--- src/rtl/periph_bus_slave_pkg.sv ---
// periph_bus_slave_pkg: register offsets, TCON bit positions and UART state encoding
package periph_bus_slave_pkg;
    localparam logic [7:0] TH_ADDR     = 8'h00;
    localparam logic [7:0] TL_ADDR     = 8'h04;
    localparam logic [7:0] TCON_ADDR   = 8'h08;
    localparam logic [7:0] LED_ADDR    = 8'h0C;
    localparam logic [7:0] SWITCH_ADDR = 8'h10;
    localparam logic [7:0] DIGI_ADDR   = 8'h14;
    localparam logic [7:0] TXD_ADDR    = 8'h18;
    localparam logic [7:0] RXD_ADDR    = 8'h1C;
    localparam logic [7:0] UCON_ADDR   = 8'h20;
    localparam int TCON_EN  = 0;
    localparam int TCON_IE  = 1;
    localparam int TCON_IRQ = 2;
    typedef enum logic [1:0] {UART_IDLE, UART_START, UART_DATA, UART_STOP} uart_state_t;
endpackage

--- src/rtl/periph_bus_slave_rx.sv ---
// uart_rx_core: synchronised UART receiver sampling mid-bit; pulses o_rx_strobe for one cycle per good byte
module uart_rx_core
    import periph_bus_slave_pkg::*;
#(
    parameter int BAUD_DIV = 5208
) (
    input  logic       i_clk,
    input  logic       i_rst,
    input  logic       i_rx,
    output logic [7:0] o_rx_byte,
    output logic       o_rx_strobe
);
    localparam int CW = $clog2(BAUD_DIV + 1);
    localparam logic [CW-1:0] LAST = CW'(BAUD_DIV - 1);
    localparam logic [CW-1:0] HALF = CW'(BAUD_DIV / 2 - 1);

    logic [1:0]    r_sync;
    logic          r_prev;
    uart_state_t   r_state, w_state;
    logic [CW-1:0] r_cnt, w_cnt;
    logic [2:0]    r_bit, w_bit;
    logic [7:0]    r_shift, w_shift;
    logic          r_strobe, w_strobe;
    logic          w_rx;

    assign w_rx        = r_sync[1];
    assign o_rx_byte   = r_shift;
    assign o_rx_strobe = r_strobe;

    always_ff @(posedge i_clk or posedge i_rst) begin
        if (i_rst) begin
            r_sync   <= 2'b11;
            r_prev   <= 1'b1;
            r_state  <= UART_IDLE;
            r_cnt    <= '0;
            r_bit    <= '0;
            r_shift  <= '0;
            r_strobe <= 1'b0;
        end else begin
            r_sync   <= {r_sync[0], i_rx};
            r_prev   <= w_rx;
            r_state  <= w_state;
            r_cnt    <= w_cnt;
            r_bit    <= w_bit;
            r_shift  <= w_shift;
            r_strobe <= w_strobe;
        end
    end

    // START waits half a bit so every later sample lands mid-bit
    always_comb begin
        w_state  = r_state;
        w_cnt    = r_cnt + 1'b1;
        w_bit    = r_bit;
        w_shift  = r_shift;
        w_strobe = 1'b0;
        case (r_state)
            UART_IDLE: begin
                w_cnt = '0;
                if (r_prev && !w_rx) w_state = UART_START;
            end
            UART_START: if (r_cnt == HALF) begin
                w_cnt   = '0;
                w_bit   = '0;
                w_state = w_rx ? UART_IDLE : UART_DATA;
            end
            UART_DATA: if (r_cnt == LAST) begin
                w_cnt   = '0;
                w_shift = {w_rx, r_shift[7:1]};
                w_bit   = r_bit + 1'b1;
                if (r_bit == 3'd7) w_state = UART_STOP;
            end
            UART_STOP: if (r_cnt == LAST) begin
                w_cnt    = '0;
                w_strobe = w_rx;
                w_state  = UART_IDLE;
            end
            default: w_state = UART_IDLE;
        endcase
    end
endmodule

--- src/rtl/periph_bus_slave.sv ---
// periph_bus_slave: memory-mapped timer, LED, switch, digit and UART peripheral
module periph_bus_slave
    import periph_bus_slave_pkg::*;
#(
    parameter int BAUD_DIV = 5208
) (
    input  logic        clk,
    input  logic        reset,
    input  logic        rd,
    input  logic        wr,
    input  logic [31:0] addr,
    input  logic [31:0] wdata,
    output logic [31:0] rdata,
    output logic [7:0]  led,
    input  logic [7:0]  switch,
    output logic [11:0] digi,
    input  logic        UART_RX,
    output logic        UART_TX,
    output logic        irqout
);
    localparam int CW = $clog2(BAUD_DIV + 1);
    localparam logic [CW-1:0] LAST = CW'(BAUD_DIV - 1);

    logic [31:0]   r_th, r_tl;
    logic [2:0]    r_tcon;
    logic [7:0]    r_led, r_rxd;
    logic [11:0]   r_digi;
    logic          r_rx_valid, r_tx_done, r_tx_out;
    uart_state_t   r_tx_state, w_tx_state;
    logic [CW-1:0] r_tx_cnt, w_tx_cnt;
    logic [2:0]    r_tx_bit, w_tx_bit;
    logic [7:0]    r_tx_shift, w_tx_shift;
    logic          w_tx_fin, w_tx_tick, w_tx_busy, w_tx_out;
    logic [7:0]    w_off, w_rx_byte;
    logic          w_rx_strobe, w_wr_txd, w_rd_ucon, w_rd_rxd;
    logic          w_unused;

    assign w_unused  = &{1'b0, addr[31:8]};
    assign w_off     = addr[7:0];
    assign w_wr_txd  = wr && w_off == TXD_ADDR;
    assign w_rd_ucon = rd && w_off == UCON_ADDR;
    assign w_rd_rxd  = rd && w_off == RXD_ADDR;
    assign w_tx_tick = r_tx_cnt == LAST;
    assign w_tx_busy = r_tx_state != UART_IDLE;
    assign led       = r_led;
    assign digi      = r_digi;
    assign UART_TX   = r_tx_out;
    assign irqout    = r_tcon[TCON_IE] & r_tcon[TCON_IRQ];

    uart_rx_core #(.BAUD_DIV(BAUD_DIV)) u_rx (
        .i_clk      (clk),
        .i_rst      (reset),
        .i_rx       (UART_RX),
        .o_rx_byte  (w_rx_byte),
        .o_rx_strobe(w_rx_strobe)
    );

    // CPU writes are applied after the timer update so they win over a reload
    always_ff @(posedge clk or posedge reset) begin
        if (reset) begin
            r_th       <= '0;
            r_tl       <= '0;
            r_tcon     <= '0;
            r_led      <= '0;
            r_digi     <= '0;
            r_rxd      <= '0;
            r_rx_valid <= 1'b0;
            r_tx_done  <= 1'b0;
        end else begin
            if (r_tcon[TCON_EN]) begin
                r_tl <= (r_tl == '1) ? r_th : r_tl + 1'b1;
                if (r_tl == '1 && r_tcon[TCON_IE]) r_tcon[TCON_IRQ] <= 1'b1;
            end
            if (wr && w_off == TH_ADDR) r_th <= wdata;
            if (wr && w_off == TL_ADDR) r_tl <= wdata;
            if (wr && w_off == TCON_ADDR) r_tcon <= wdata[2:0];
            if (wr && w_off == LED_ADDR) r_led <= wdata[7:0];
            if (wr && w_off == DIGI_ADDR) r_digi <= wdata[11:0];
            if (w_rx_strobe) r_rxd <= w_rx_byte;
            r_rx_valid <= w_rx_strobe | (r_rx_valid & ~w_rd_rxd);
            r_tx_done  <= w_tx_fin | (r_tx_done & ~w_rd_ucon);
        end
    end

    always_ff @(posedge clk or posedge reset) begin
        if (reset) begin
            r_tx_state <= UART_IDLE;
            r_tx_cnt   <= '0;
            r_tx_bit   <= '0;
            r_tx_shift <= '0;
            r_tx_out   <= 1'b1;
        end else begin
            r_tx_state <= w_tx_state;
            r_tx_cnt   <= w_tx_cnt;
            r_tx_bit   <= w_tx_bit;
            r_tx_shift <= w_tx_shift;
            r_tx_out   <= w_tx_out;
        end
    end

    always_comb begin
        w_tx_state = r_tx_state;
        w_tx_cnt   = r_tx_cnt + 1'b1;
        w_tx_bit   = r_tx_bit;
        w_tx_shift = r_tx_shift;
        w_tx_fin   = 1'b0;
        case (r_tx_state)
            UART_IDLE: begin
                w_tx_cnt = '0;
                if (w_wr_txd) begin
                    w_tx_shift = wdata[7:0];
                    w_tx_state = UART_START;
                end
            end
            UART_START: if (w_tx_tick) begin
                w_tx_cnt   = '0;
                w_tx_bit   = '0;
                w_tx_state = UART_DATA;
            end
            UART_DATA: if (w_tx_tick) begin
                w_tx_cnt = '0;
                w_tx_bit = r_tx_bit + 1'b1;
                if (r_tx_bit == 3'd7) w_tx_state = UART_STOP;
            end
            UART_STOP: if (w_tx_tick) begin
                w_tx_cnt   = '0;
                w_tx_fin   = 1'b1;
                w_tx_state = UART_IDLE;
            end
            default: w_tx_state = UART_IDLE;
        endcase
        w_tx_out = (w_tx_state == UART_START) ? 1'b0 :
                   (w_tx_state == UART_DATA)  ? w_tx_shift[w_tx_bit] : 1'b1;
    end

    always_comb begin
        rdata = '0;
        if (rd) begin
            case (w_off)
                TH_ADDR:     rdata = r_th;
                TL_ADDR:     rdata = r_tl;
                TCON_ADDR:   rdata = {29'd0, r_tcon};
                LED_ADDR:    rdata = {24'd0, r_led};
                SWITCH_ADDR: rdata = {24'd0, switch};
                DIGI_ADDR:   rdata = {20'd0, r_digi};
                RXD_ADDR:    rdata = {24'd0, r_rxd};
                UCON_ADDR:   rdata = {27'd0, w_tx_busy, r_rx_valid, r_tx_done, 2'b00};
                default:     rdata = '0;
            endcase
        end
    end
endmodule

--- config.mk ---
export PLATFORM = sky130hd
export DESIGN_NAME = periph_bus_slave
export DESIGN_NICKNAME = d
export VERILOG_FILES = /design/src/rtl/periph_bus_slave_pkg.sv /design/src/rtl/periph_bus_slave_rx.sv /design/src/rtl/periph_bus_slave.sv
export SDC_FILE = /design/constraint.sdc
export NUM_CORES = 1
export LEC_CHECK = 0
export ABC_AREA = 1
export ABC_CLOCK_PERIOD_IN_PS = 9600
export BUFFER_PORTS_ARGS = -buffer_cell sky130_fd_sc_hd__buf_2
export CAP_MARGIN = 20
export CORE_MARGIN = 2
export CORE_UTILIZATION = 40
export DETAILED_ROUTE_END_ITERATION = 16
export SETUP_SLACK_MARGIN = 0.5
export SYNTH_ARGS = -nofsm -noshare
export SYNTH_HDL_FRONTEND = slang
export SYNTH_SLANG_ARGS = --single-unit
--- constraint.sdc ---
create_clock -name clk -period 9.6 [get_ports clk]
set_input_delay 1.92 -clock clk [delete_from_list [all_inputs] [get_ports clk]]
set_output_delay 1.92 -clock clk [all_outputs]
set_load 0.05 [all_outputs]
---- Word-level counts from Yosys, hierarchy flattened ----
Index checks and enable logic that the tools add are counted.
word-level totals
  bits in registers ....................... 154
  latch bits .............................. 0
  bits in writable memories ............... 0
  bits in read-only memories .............. 0
  bits of input ports ..................... 77
  output and inout port bits .............. 54
  logic and storage cells ................. 128
  memories kept ........................... 0
cells by class
  $add $sub $neg .......................... 5
  multiply operators ...................... 0
  divide/modulo/power cells ............... 0
  magnitude comparators ................... 1
  eq/ne operators ......................... 27
  shift-type cells ........................ 0
  muxes and demuxes ....................... 42
  bitwise operators ....................... 7
  reductions and logical operators ........ 25
operators with widths
  cell                   number
  $pmux 32 s8            1
  $mux 32                4
  $mux 13                3
  $pmux 13 s3            1
  $add 32x1->32 const B  1
  $eq 32x32->1 const B   1
  $eq 8x5->1 const B     4
  $add 13x1->13 const B  2
  $eq 13x13->1 const B   2
  $pmux 13 s2            1
  $mux 2                 11
  $eq 8x4->1 const B     2
  $mux 8                 2
  $pmux 2 s4             2
  $mux 3                 5
  $eq 13x12->1 const B   1
  $pmux 3 s2             2
  $eq 2x2->1 const B     5
  $logic_and 1x1->1      10
  $ne 2x1->1 const B     5
  $reduce_bool 2->1      5
  $mux 1                 9
  $eq 8x3->1 const B     1
  $eq 8x6->1 const B     1
  16 further kinds       26

---- Logic depth before layout (Yosys ltp) ----
Gate-level depths: netlist (run 1).
  depth after elaboration ................. 8
  gate-level depth with buffers ........... 17
  gate-level depth less buffers ........... 17

---- By module ----
Synthesis (run 1) repeated with hierarchy kept, for this count alone.
unflattened totals
  cell total of the unflattened synthesis .. 1,207
  area, all modules ....................... 8,948.6 µm²
by module, submodules not included
  module            times used  cells an instance  area an instance (µm²)  seq. area each (µm²)
  periph_bus_slave  1           1,026              7,450.9                 3,104.2
  uart_rx_core      1           181                1,497.7                 754.5

---- Worst setup path after synthesis (run 1) ----
Ideal clock, no wire load.
  path type ............................... input-to-output
  start ................................... input port addr[0]
  end ..................................... output port rdata[17]
  arrival time ............................ 3.653 ns
  data required time ...................... 7.680 ns
  setup slack ............................. 4.027 ns
  cell stages on the path ................. 10
  buffers on the path ..................... 1
  path through ............................ inv_1 nand2_1 nor3_2 nand2_2 nand4_1 nor2_1 nor2_1 inv_2 buf_2 a21oi_1
on the way
  cells in the longest elaborated chain, start to end .. 3
RTL lines
  element                                   line                     text
  start, declared                           periph_bus_slave.sv:11   input logic [31:0] addr,
  $eq 8x6->1, or another cell as far along  periph_bus_slave.sv:139  case (w_off)
  $pmux 32 s8 (*)                           periph_bus_slave.sv:139
  $mux 32 (*)                               periph_bus_slave.sv:138  if (rd) begin
  end, declared                             periph_bus_slave.sv:13   output logic [31:0] rdata,
Every way passes the cells marked *; elsewhere a longest branch is shown, timed or not.

---- Worst setup path in the final report (run 1) ----
  start ................................... input port addr[0]
  end ..................................... output port rdata[1]
Same word-level chain as after synthesis.

==> run summary, run 1 <==
largest net degree at the start of global routing = 94
final hold viol count = 0
Synth area leaders = dfrtp_1 (42%), nand2_1 (13%), inv_1 (6.6%)
Layout area overhead = 14.64%
IO Count = 131
Hold WC Path Type = reg -> reg
cell count after placement = 1,523
final setup margin = 3061 ps
Antenna Nets Post-Route = 0
fin crit period = 6539 ps
die footprint = 0.02336 mm2
Layout Nets = 1,357
GRT Total Usage = 0.2138
RSZ-0062 raised after global routing = false
GRT overflow = 0
clock buffer depth = 2
final WL = 24,720 um
peak supply drop = 0.0001298 V
CP Launch Type = input port
Final Instance Area = 0.01016 mm2
via count = 8,036
Util after Layout = 0.4670
post-synth top area share = 0.4235
DR iter-0 viols = 599
vias in the first global route = 7,703
Worst-Margin Slew = 1070 ps
Starting Density = 0.4073
CP arrival = 4620 ps
Die X = 152.8 um
FF-to-FF End = UART_TX
Fillers = 2,221
Synth Area per Inst = 7.542 um2
Num Clock Sinks = 154
power per standard cell area = 182.7 mW/mm2
max_slew headroom = 0.2838
Hold-fix buffers, CTS = 0
reg2reg start = r_tx_cnt[0]
WS Path Type = in -> out
Core Box Area = 0.02176 mm2
GR Util met3 = 0.03743
Cell Rows = 54
GR Layer Usage met2 = 0.3440
reg2reg path depth = 16
largest area contributor in the netlist = dfrtp_1
IO Port Bufs = 106
cts repair resizes = 0
clk root buf = clkbuf_16
hold path depth = 0
diodes inserted = 0
library cells used by synthesis = 55
cell count after synthesis = 1,175
EDFF count, synth = 0
Setup Skew = 8.865 ps
Hold Path End = u_rx.r_sync[1]
M1 GR Usage = 0.2967
Mapped Area = 0.008862 mm2
Place WS = 3116 ps
GP Congestion = 0.8586
max cap viols = 0
DRC violation count after routing = 0
Worst Setup End Kind = output port
pins over their slew limit = 0
leak pwr = 4.817 nW
first-pass GRT wire length = 40,430 um
initial antenna violation count = 0
r2r setup slk = 6960 ps
Ys Warns = 0
post-route setup TNS = 0 ps
htree depth = 4
Routed WL per cell = 15.89 um
clk slew on worst S/H paths = 60 ps
post-CTS setup buffer count = 0
Top FF cell, synth = dfrtp_1
Detailed Place HPWL = 17,460 um
global route hottest layer = met2
Seq/Total Area, Yosys = 0.4354
Synth Net Count = 1,269
fin crit share = 0.6811
flop and latch count out of synthesis = 154
drt first pass iters = 5
ys async rst share = 1.000
f_max = 0.1529 GHz
Final setup violation count = 0
DR vias/cell = 5.165
cts bufs inserted = 17
critical path data required time = 7680 ps
worst skew pair latency = 430 ps
CTS tree = yes
Die Ht = 152.8 um
CP max FO = 23
hold_sp = u_rx.r_sync[0]
result of the run = finished clean
fin cells = 1,556
Placed Instance Area = 0.009559 mm2
layout cell share with drive strength beyond 1 = 0.1489
==> final cells by class <==
| cell class | count | area, um2 | share of cell area |
|---|---|---|---|
| Timing Repair Buffer | 109 | 565.5 | 0.05567 |
| Clock buffer | 22 | 464.2 | 0.04569 |
| Clock inverter | 10 | 116.4 | 0.01145 |
| Sequential cell | 154 | 3859 | 0.3798 |
| Tap cell | 280 | 350.3 | 0.03448 |
| Inverter | 172 | 653.1 | 0.06429 |
| Multi-Input combinational cell | 809 | 4151 | 0.4086 |
==> metrics by stage <==
step | power [mW] | hold slack [ps]
after global routing | 1.957 | 360.9
after floorplan | 1.089 | 345.2
after global placement | 1.184 | 346.0
after detailed placement | 1.190 | 350.3
after CTS | 1.867 | 359.4
final | 1.856 | 357.4
==> cells by family (layout without fill, tap and decap cells) <==
family / count (synthesis) / after routing / share of synthesized area
AO/OA/AOI/OAI: 211 / 211 / 0.1398
XOR/XNOR: 23 / 23 / 0.02273
adder cells (fa/ha/maj): 17 / 17 / 0.02400
buffers and inverters: 212 / 313 / 0.09643
flip-flops: 154 / 154 / 0.4354
multiplexers: 1 / 1 / 0.001271
AND/OR/NAND/NOR: 557 / 557 / 0.2804
==> Yosys cell counts (all sizes together), types with 4 or more instances <==
master	count
nor3b	6
nand4	7
ha	17
dfrtp	150
nor4	10
o21ai	92
nor2	94
nand2	311
inv	171
o211ai	10
xor2	21
nand3	93
a21oi	55
dfstp	4
nor3	29
clkbuf	26
buf	14
and2	4
o22ai	13
o221ai	16
==> state kept, by name, summed over array words and instances (netlist names), 8 cells and up, named ones only <==
register,count
r_tx_cnt,13
digi,12
r_rxd,8
u_rx.r_cnt,13
u_rx.o_rx_byte,8
r_tx_shift,8
led,8
r_th,32
r_tl,32
==> routing by layer <==
metal	routed length, um	share of wire	vias up
li1	-	-	4010
met4	423	0.017	0
met2	11460	0.46	208
met3	1044	0.042	29
met1	11800	0.48	3789
met5	0	0	-
==> cell usage in the layout (no fill, tap or decap), types with 4 or more instances in the layout <==
cell and instances:
o21ai_0 73, nand4_1 6, xor2_1 21, nor3_1 21, nor3_2 5, nand2_1 302, nand2_2 8, nand3_1 93
o22ai_1 13, nor2_2 7, and2_1 4, o21ai_1 19, o221ai_1 16, dfrtp_1 150, nor4_1 9, clkinvlp_4 5
clkbuf_16 17, o211ai_1 9, inv_2 13, nor3b_1 6, a21oi_1 55, dfstp_2 4, nor2_1 84, ha_1 17
buf_2 106, inv_1 156
==> how the worst max path moves through the flow <==
stage	start	end	slack (ps)	depth (start not counted)
final	addr[0]	rdata[1]	3060	9
after global routing	addr[0]	rdata[24]	2880	9
after CTS	addr[0]	rdata[1]	3120	9
after detailed placement	addr[0]	rdata[1]	3120	9
after global placement	addr[0]	rdata[1]	3120	9
after floorplan	reset	async pin	3540	1
==> worst max-delay path, stage by stage <==
cell and delay, ps:
buf_2 100, inv_1 40, nand2_1 120, nor3_2 620, nand2_1 510, inv_2 560
a211oi_1 180, a31oi_1 240, buf_2 310
==> where the power goes <==
part / internal (mW) / switching (mW) / leakage, nW / total [mW]
registers: 0.728 / 0.0838 / 2.00 / 0.811
logic: 0.132 / 0.240 / 2.55 / 0.371
clock network: 0.397 / 0.277 / 0.269 / 0.673
Power figures use the tool's default switching activity.
==> run 2: changes to the inputs <==
--- a/config.mk
+++ b/config.mk
@@ -6,7 +6,7 @@
 export NUM_CORES = 1
 export LEC_CHECK = 0
 export ABC_AREA = 1
-export ABC_CLOCK_PERIOD_IN_PS = 9600
+export ABC_CLOCK_PERIOD_IN_PS = 6550
 export BUFFER_PORTS_ARGS = -buffer_cell sky130_fd_sc_hd__buf_2
 export CAP_MARGIN = 20
 export CORE_MARGIN = 2
==> constraint.sdc (replaced) <==
create_clock -name clk -period 6.55 [get_ports clk]
set_input_delay 1.31 -clock clk [delete_from_list [all_inputs] [get_ports clk]]
set_output_delay 1.31 -clock clk [all_outputs]
set_load 0.05 [all_outputs]
==> run 2 against run 1 <==
  * Sequential share of layout area is 0.14 points lower
  * Non-clock buffer count increased by 3
  * Wire length rose by 0.88%
  * Sequential power is 47% higher
  * First-iteration DRC count down 8.5%
  * Design area up 0.36%
  * Die area unchanged
  * Largest cell class unchanged
  * Highest routed layer unchanged
  * Register-to-register slack worse by 3100 ps
  * Setup slack worse by 1400 ps
  * Total power up 45%
  * Critical path depth unchanged
==> run summary, run 2 (synthesized netlist as in run 1, its figures left out) <==
Final setup violation count = 0 (unchanged)
peak supply drop = 0.0002193 V (+69%)
largest net degree at the start of global routing = 112 (+19%)
commonest non-fill, non-tap cell in the layout = nand2_1
footprint of the multi-input gates = 0.004151 mm2 (unchanged)
CP arrival = 3610 ps (-1010 ps)
power share of the combinational group = 0.204 (+0.004)
Pint = 1.812 mW (+44%)
WS Path Type = in -> out
Layout Nets = 1,360 (+0.22%)
max_slew headroom = 0.4333 (+0.1496)
Num Clock Sinks = 154 (unchanged)
CTS tree = yes
drt first pass iters = 5 (unchanged)
Layout area overhead = 15.05%
commonest cells after routing, fill and taps aside = nand2_1 (302), inv_1 (156), dfrtp_1 (150), buf_2 (106), nand3_1 (93)
CP max stage delay = 730 ps (+110 ps)
Starting Density = 0.4073 (unchanged)
clock share of power = 0.356 (-0.007)
DR iter-0 viols = 548 (-8.5%)
max cap viols = 0 (unchanged)
via count = 8,042 (+0.075%)
Worst-Margin Slew = 849.1 ps (-221.3 ps)
Antenna Nets Post-Route = 0 (unchanged)
htree depth = 4 (unchanged)
f_max = 0.2032 GHz
GP Congestion = 0.8939 (+4.1%)
sw frac = 0.3279 (+0.004480)
fin crit share = 0.7513
clock buffer depth = 2 (unchanged)
Detailed Place HPWL = 17,630 um (+0.97%)
final hold viol count = 0 (unchanged)
die footprint = 0.02336 mm2 (unchanged)
slowest CP cell = inv_1
CP Launch Type = input port
Die Ht = 152.8 um (unchanged)
Hold WC Path Type = reg -> reg
leak pwr = 4.846 nW (+0.60%)
storage element area = 0.003859 mm2 (unchanged)
IO Count = 131 (unchanged)
critical path data required time = 5240 ps (-2440 ps)
CP max FO = 20 (-13%)
GRT overflow = 0 (unchanged)
GRT Total Usage = 0.2178 (+0.003994)
layout cell share with drive strength beyond 1 = 0.1525 (+0.003560)
Flop pwr share = 0.440 (+0.003)
Setup Skew = 8.845 ps (-0.01984 ps)
DRC violation count after routing = 0 (unchanged)
worst skew pair latency = 430 ps (about the same)
pins over their slew limit = 0 (unchanged)
Hold-fix buffers, CTS = 0 (unchanged)
cts repair resizes = 0 (unchanged)
fin crit period = 4921 ps
RSZ-0062 raised after global routing = false
Core Box Area = 0.02176 mm2 (unchanged)
sw power = 0.8842 mW (+47%)
Routed WL per cell = 15.99 um (+0.62%)
vias in the first global route = 7,850 (+1.9%)
IO Port Bufs = 106 (unchanged)
biggest regs = r_th x32, r_tl x32
Fillers = 2,240 (+0.86%)
post-route setup TNS = 0 ps (unchanged)
Cell Rows = 54 (unchanged)
post-CTS setup buffer count = 0 (unchanged)
cts bufs inserted = 17 (unchanged)
clk root buf = clkbuf_16
Placed Instance Area = 0.009574 mm2 (+0.16%)
Final Instance Area = 0.01020 mm2 (+0.36%)
worst path cell trace = buf_2 > nor2_2 > nand2_1 > nor2_2 > nand2_2 > inv_1 > nand2_1 > a21oi_1 > buf_2
first-pass GRT wire length = 41,140 um (+1.8%)
power per standard cell area = 264.4 mW/mm2 (+45%)
clk slew on worst S/H paths = 60 ps (about the same)
result of the run = finished clean
Die X = 152.8 um (unchanged)
final WL = 24,940 um (+0.88%)
Worst Setup End Kind = output port
initial antenna violation count = 1 (+1)
DR vias/cell = 5.155 (-0.18%)
-- run 2: cell types whose count changed in the layout (fill, tap and decap cells not counted) --
cell / delta
buf_12: -1
buf_16: +2
buf_4: +2
bufinv_16: -1
clkbuf_1: -2
clkbuf_8: +1
clkinv_2: +3
clkinvlp_4: -1
diode_2: +1
-- run 2: per-layer routing --
layer  vias up  share of wire  global-route usage
li1       4016              -                   -
met1      3786           0.46              0.3002
met2       205           0.47              0.3483
met3        35          0.054             0.04253
met4         0          0.020             0.06790
met5         -              0                   0
-- run 2: final timing paths --
path,start,endpoint,slack [ps],depth (start not counted)
min in group asynchronous,reset,r_th[13],850,2
worst max register to register,r_tx_cnt[0],UART_TX,3900,16
worst min-delay path,u_rx.r_sync[0],u_rx.r_sync[1],370,0
max in group asynchronous,reset,u_rx.r_sync[1],4840,3
worst min register to register,u_rx.r_sync[0],u_rx.r_sync[1],370,0
worst max-delay path,addr[7],rdata[24],1630,9
-- run 2: worst max-delay path: cells and delay by family --
| kind | cells | cell delay [ps] |
|---|---|---|
| and+or+nand+nor | 5 | 850 |
| buffers and inverters | 3 | 1150 |
| AOI/OAI and AO/OA | 1 | 290 |
-- run 2: stage by stage --
step                utilization  hold slack [ps]  cells  power, mW  setup slack [ps]
floorplan                     -            345.2   1175      1.596              1097
global placement         0.4401            346.6   1525      1.734              1745
detailed placement       0.4401            356.2   1525      1.742              1713
CTS                      0.4660            370.8   1557      2.710              1715
global route             0.4687            367.4   1560      2.856              1478
finish                   0.4687            369.1   1560      2.696              1629
-- run 2: power by group through the flow --
stage	sequential, mW	clock, mW	combinational (mW)
finish	1.19	0.959	0.550
detailed placement	1.20	0	0.539
global placement	1.20	0	0.532
global route	1.20	1.02	0.636
CTS	1.19	0.974	0.550
floorplan	1.19	0	0.408
-- run 2: layout make-up --
| class | instances | share of cell area |
|---|---|---|
| Sequential cell | 154 | 0.3785 |
| Timing Repair Buffer | 112 | 0.06038 |
| Clock buffer | 21 | 0.04614 |
| Antenna cell | 1 | 0.0002454 |
| Clock inverter | 11 | 0.009204 |
| Tap cell | 280 | 0.03436 |
| Inverter | 172 | 0.06406 |
| Multi-Input combinational cell | 809 | 0.4072 |
